<file path="config.mk">
export PLATFORM = sky130hd
export DESIGN_NAME = alu_share_arbiter
export DESIGN_NICKNAME = d
export VERILOG_FILES = /design/src/rtl/alu_share_arbiter.sv
export SDC_FILE = /design/constraint.sdc
export NUM_CORES = 1
export LEC_CHECK = 0
export ABC_AREA = 1
export BUFFER_PORTS_ARGS = -buffer_cell sky130_fd_sc_hd__buf_2
export CAP_MARGIN = 40
export CELL_PAD_IN_SITES_DETAIL_PLACEMENT = 1
export CELL_PAD_IN_SITES_GLOBAL_PLACEMENT = 1
export CORE_AREA = 4 4 166 168
export CTS_BUF_LIST = sky130_fd_sc_hd__clkbuf_4 sky130_fd_sc_hd__clkbuf_8
export DETAILED_ROUTE_END_ITERATION = 10
export DIE_AREA = 0 0 170 172
export PLACE_DENSITY_LB_ADDON = 0.12
export SLEW_MARGIN = 40
export SYNTH_ARGS = -nofsm -noshare
export SYNTH_HDL_FRONTEND = slang
export SYNTH_SLANG_ARGS = --single-unit
export TNS_END_PERCENT = 100
</file>
<file path="constraint.sdc">
create_clock -name clk -period 5.3 [get_ports clk]
set_clock_uncertainty 0.2 [all_clocks]
set_input_delay 0.53 -clock clk [delete_from_list [all_inputs] [get_ports clk]]
set_output_delay 0.53 -clock clk [all_outputs]
set_load 0.01 [all_outputs]
</file>
<file path="src/rtl/alu_share_arbiter.sv">
// Round-robin arbiter that shares one combinational ALU among NUM_REQ requesters.
// One transaction in flight: accept in IDLE, drive the ALU in EXEC, return the result in RESP.
module alu_share_arbiter #(
    parameter int NUM_REQ = 4,
    parameter int WIDTH   = 32
) (
    input  logic                     clk,
    input  logic                     rst_n,
    input  logic [NUM_REQ-1:0]       req_valid,
    output logic [NUM_REQ-1:0]       req_ready,
    input  logic [NUM_REQ*WIDTH-1:0] req_a,
    input  logic [NUM_REQ*WIDTH-1:0] req_b,
    input  logic [NUM_REQ*3-1:0]     req_op,
    output logic [NUM_REQ-1:0]       resp_valid,
    input  logic [NUM_REQ-1:0]       resp_ready,
    output logic [WIDTH-1:0]         resp_result,
    output logic [WIDTH-1:0]         alu_a,
    output logic [WIDTH-1:0]         alu_b,
    output logic [2:0]               alu_opcode,
    output logic                     alu_enable,
    input  logic [WIDTH-1:0]         alu_result,
    output logic                     busy,
    output logic [15:0]              op_count
);

    // state  | meaning
    // S_IDLE | waiting for a request; req_ready offered to the round-robin winner
    // S_EXEC | ALU driven from latched operands, result captured at end of cycle
    // S_RESP | result presented to the granted requester until it is consumed
    localparam int PW = (NUM_REQ > 1) ? $clog2(NUM_REQ) : 1;

    typedef enum logic [1:0] {S_IDLE, S_EXEC, S_RESP} state_t;

    state_t           state;
    logic [PW-1:0]    rr_ptr;
    logic [PW-1:0]    gnt_q;
    logic [PW-1:0]    grant;
    logic [PW:0]      idx;
    logic             found;
    logic             armed;
    logic             req_hs;
    logic [WIDTH-1:0] a_q;
    logic [WIDTH-1:0] b_q;
    logic [WIDTH-1:0] res_q;
    logic [2:0]       op_q;

    always_comb begin
        found = 1'b0;
        grant = '0;
        idx   = '0;
        for (int i = 0; i < NUM_REQ; i++) begin
            idx = {1'b0, rr_ptr} + (PW+1)'(i);
            if (idx >= (PW+1)'(NUM_REQ))
                idx = idx - (PW+1)'(NUM_REQ);
            if (!found && req_valid[idx[PW-1:0]]) begin
                found = 1'b1;
                grant = idx[PW-1:0];
            end
        end
    end

    // armed keeps req_ready low through reset and the first cycle after release
    assign req_ready   = (state == S_IDLE && armed && found) ? (NUM_REQ'(1) << grant) : '0;
    assign req_hs      = |(req_valid & req_ready);
    assign resp_valid  = (state == S_RESP) ? (NUM_REQ'(1) << gnt_q) : '0;
    assign resp_result = res_q;
    assign alu_a       = a_q;
    assign alu_b       = b_q;
    assign alu_opcode  = op_q;
    assign alu_enable  = (state == S_EXEC);
    assign busy        = (state != S_IDLE);

    always_ff @(posedge clk or negedge rst_n) begin
        if (!rst_n) begin
            state    <= S_IDLE;
            armed    <= 1'b0;
            rr_ptr   <= '0;
            gnt_q    <= '0;
            a_q      <= '0;
            b_q      <= '0;
            op_q     <= '0;
            res_q    <= '0;
            op_count <= '0;
        end else begin
            armed <= 1'b1;
            case (state)
                S_IDLE: begin
                    if (req_hs) begin
                        a_q   <= req_a[grant*WIDTH +: WIDTH];
                        b_q   <= req_b[grant*WIDTH +: WIDTH];
                        op_q  <= req_op[grant*3 +: 3];
                        gnt_q <= grant;
                        state <= S_EXEC;
                    end
                end
                S_EXEC: begin
                    res_q <= alu_result;
                    state <= S_RESP;
                end
                S_RESP: begin
                    if (resp_ready[gnt_q]) begin
                        op_count <= op_count + 16'd1;
                        rr_ptr   <= (gnt_q == PW'(NUM_REQ - 1)) ? '0 : gnt_q + PW'(1);
                        state    <= S_IDLE;
                    end
                end
                default: state <= S_IDLE;
            endcase
        end
    end

endmodule

</file>
==> results <==
- The clock slew at the register clock pins of the worst setup and hold paths is 0.10 ns.
- The fraction of power consumed by combinational cells is 68.5%.
- In the final timing run, aggregate negative setup slack is 0 ns.
- Derived from the worst setup path, the maximum achievable clock frequency is 226 MHz.
- Per report_power, the clock group accounts for 10.9% of the total.
- The kind of capture point of the worst setup path is an output pin.
- The number of different library cells used by synthesis comes to 30.
- 435 I/O pins were placed.
- The number of global-route vias before repair was 9709.
- The start-to-end type of the worst setup path is reg -> out.
- The most used flip-flop cell after synthesis is dfrtp_1.
- The number of cell rows is 59.
- For this run, asynchronously set or reset flops after synthesis account for 100%.
- TritonCTS built the clock tree.
- The pin count of the biggest net entering global routing is 88.
- In this run the worst setup path begins at rr_ptr[0].
- Summing all multi-input logic gate instances after layout gives 0.00445 mm2.
- For the worst setup path, the data required time is 4.57 ns.
- The design draws 7.64 mW.
- For the worst setup path, the data arrival time is 3.69 ns.
- Per report_power, the sequential group accounts for 20.6% of the total.
- Of all cell types, the one taking the most synthesized area is nand2_1.
- STA classifies the critical path startpoint as a flop.
- Yosys printed 0 warnings.
- The highest ir drop seen on vdd is 569 uV.
- The fraction of the yosys area taken by sequential cells is 38.0%.
- In this run, synthesis produced a sequential element count of 122.
- The layout filler cell count is 3602.
- In the routed design, unresolved DRC markers number 0.
- The average instance in the mapped netlist occupies 6.31 um2.
- The worst path in the final design needs a cycle of 4.42 ns, including I/O delays and setup.
- The number of vias after detailed routing is 9752.
- The flow ran to the end, and the final reports show no timing, DRC or antenna violations.
- The core region is 0.0259 mm2.
- The first global-routing pass estimated 54.3 mm of wire.
- The final number of hold-violating endpoints is 0.
- The synthesized netlist cell count is 1272.
- The final layout contains routed wiring with a total length of 35.9 mm.
- Clock tree synthesis inserted a total of 17 buffers.
- In the routed layout, each cell is associated on average with a via count of 4.88.
- The number of enable flip-flop cells after synthesis is 0.
- The worst path uses 83.4% of the clock period.
- The average wire per standard cell is 17.9 um.
- The number of antenna violations at the first check in global routing is 6.
- The first detailed-routing pass ran for 6 iterations.
- Leaving out filler cells and counting taps, the final layout contains 2000.
- The TritonCTS sink count is 122.
- The maximum fanout count along the critical path is 58.
- For this design the total switching power over the nets is 4.29 mW.
- The cell area that synthesis handed to floorplanning was 0.00803 mm2.
- Across the run, the number of max-cap violations was 0.
- Leaving out fill and tap cells, the most frequent cell in the layout is nand2_1.
- CTS built an H-tree with a depth of 4.
- The top cell types in the final layout, fill and taps aside, are nand2_1 (818), buf_2 (433), nand4_1 (137).
- The number of design-rule violations left by the first detailed-router iteration is 483.
- The total die area is 0.0292 mm2.
- The count of antenna-violating nets left after detailed routing is 0.
- The tightest slew margin relative to the limit is 43.3%.
- The switching share of power is 56.2%.
- At the pin with the least slew margin, the transition time is 0.850 ns.
- The proportion of layout cells with a drive suffix above 1 is 29.9%.
- The standby leakage power is 6.67 nW.
- The max-slew violation count came to 0.
- The layout-stage area growth over the synthesis result is 34.1%.
- In this run the deepest clock path goes through 2 buffers.
- The synthesized net count is 1587.
- Setup violations remaining at the end of the flow were counted as 0.
- The port buffer count is 434.
- In this run the biggest area consumer among cell types represents 38.2% of the synthesized area.
- The area of all sequential standard cells is 0.00305 mm2.
- The post-layout net count is 1963.
- For this design the ratio of total power to cell area is 710 mW/mm2.
- The sum of net half-perimeters after detailed placement is 26.6 mm.
- The die is 172 um tall.
- The weighted congestion reported at the end of routability-driven placement is 0.833.
- The worst register-to-register path begins at rr_ptr[0].
- Setup repair after global routing left no endpoint under its margin.
- The clock latency on the worst-skew pair is 0.43 ns.
- Internal power comes to 3.35 mW.
- The effective utilization at floorplan is 31.0%.
- The total overflow reported by the global router is 0.
- The global routing usage summed across all routing layers is 23.3%.
- Buffers added to address setup during post-CTS repair amount to 0.
- The start point of the worst min-delay path is alu_result[6].
- Including well taps, the total number of placed cells is 1961.
- The master cell of the clock root buffer is clkbuf_8.
- Yosys attributes the largest share of cell area to nand2_1 (38%), dfrtp_1 (38%), nand4_1 (11%).
- The min-delay analysis places its worst path in the category in -> reg.
- The die span in x is 170 um.
## timing repair
action / CTS / global route
hold buffers: 1 / 0
resized for setup: 0 / 0
hold endpoints to repair: 9 / 0
## layout make-up
class / instances / share of cell area [%]
Clock buffer: 18 / 2.24
Antenna cell: 4 / 0.0929
Multi-Input combinational cell: 1027 / 41.3
Timing Repair Buffer: 450 / 21.8
Inverter: 30 / 1.07
Sequential cell: 122 / 28.3
Clock inverter: 14 / 1.28
Tap cell: 335 / 3.89
## worst max-delay path, cell delays in order (launching register included)
cell     delay, ns
dfrtp_1       0.61
inv_4         0.13
nand2_1       0.09
nand2_1       0.09
nand2_1       0.09
nand2_1       0.06
nand2_1       0.11
nand2_1       0.11
nand2_4       0.47
nand3_4       0.68
nor3_1        0.55
buf_2         0.21
## power by group through the flow
stage	sequential, mW	combinational [mW]	clock, mW
3_5_place_dp	1.59	5.30	0
2_1_floorplan	1.72	3.58	0
5_1_grt	1.62	6.01	0.896
6_report	1.57	5.24	0.829
4_1_cts	1.58	5.31	0.857
3_3_place_gp	1.58	5.24	0
## registers in the layout (all words and copies together), names as in the netlist
register / flops
alu_a: 32
alu_b: 32
rr_ptr: 2
alu_opcode: 3
armed: 1
op_count: 16
resp_result: 32
gnt_q: 2
state: 2
## through the flow
stage	hold WS (ns)	util (%)	setup slack [ns]	area, um2
after global placement	0.167	39.8	1.30	10300
after global routing	0.0646	41.6	0.594	10800
final	0.0796	41.6	0.880	10800
after floorplan	0.0344	-	2.74	8030
after CTS	0.0519	41.3	0.732	10700
after detailed placement	0.171	39.8	1.22	10300
## cell usage after synthesis, drive strengths merged (2+ instances only)
library cell and n:
nor3 6, clkbuf 42, buf 51, nand2 820, o21ai 5, xnor2 6
dfrtp 122, ha 5, nor2 15, xor2 7, a21oi 2, nand3 19
nand4 138, inv 30
## per-layer routing
metal	track usage, %	wire (um)	vias to the layer above
met5	0	28	-
met2	41.1	18100	333
met4	6.01	588	6
met1	28.7	14500	4583
li1	-	-	4796
met3	5.62	2670	34
## kinds of logic after synthesis
family                   after synthesis  share of synthesized area, %
multiplexers                           1                         0.140
other                                  1                        0.0467
AO/OA/AOI/OAI                          8                         0.514
buffers and inverters                123                          7.12
adder cells (fa/ha/maj)                5                         0.779
AND/OR/NAND/NOR                      999                          52.0
XOR/XNOR                              13                          1.42
flip-flops                           122                          38.0
## path summary, 6_finish.rpt
| kind | endpoint | slack (ns) | cells after the start |
|---|---|---|---|
| worst max-delay path | req_ready[3] | 0.88 | 11 |
| worst min-delay path | resp_result[6] | 0.08 | 3 |
| worst max register to register | alu_b[27] | 1.58 | 16 |
| worst min register to register | op_count[15] | 0.27 | 1 |
| max in group asynchronous | alu_a[11] | 3.74 | 3 |
| min in group asynchronous | op_count[12] | 0.25 | 2 |
Note: power is estimated with default switching activity, not from simulation.
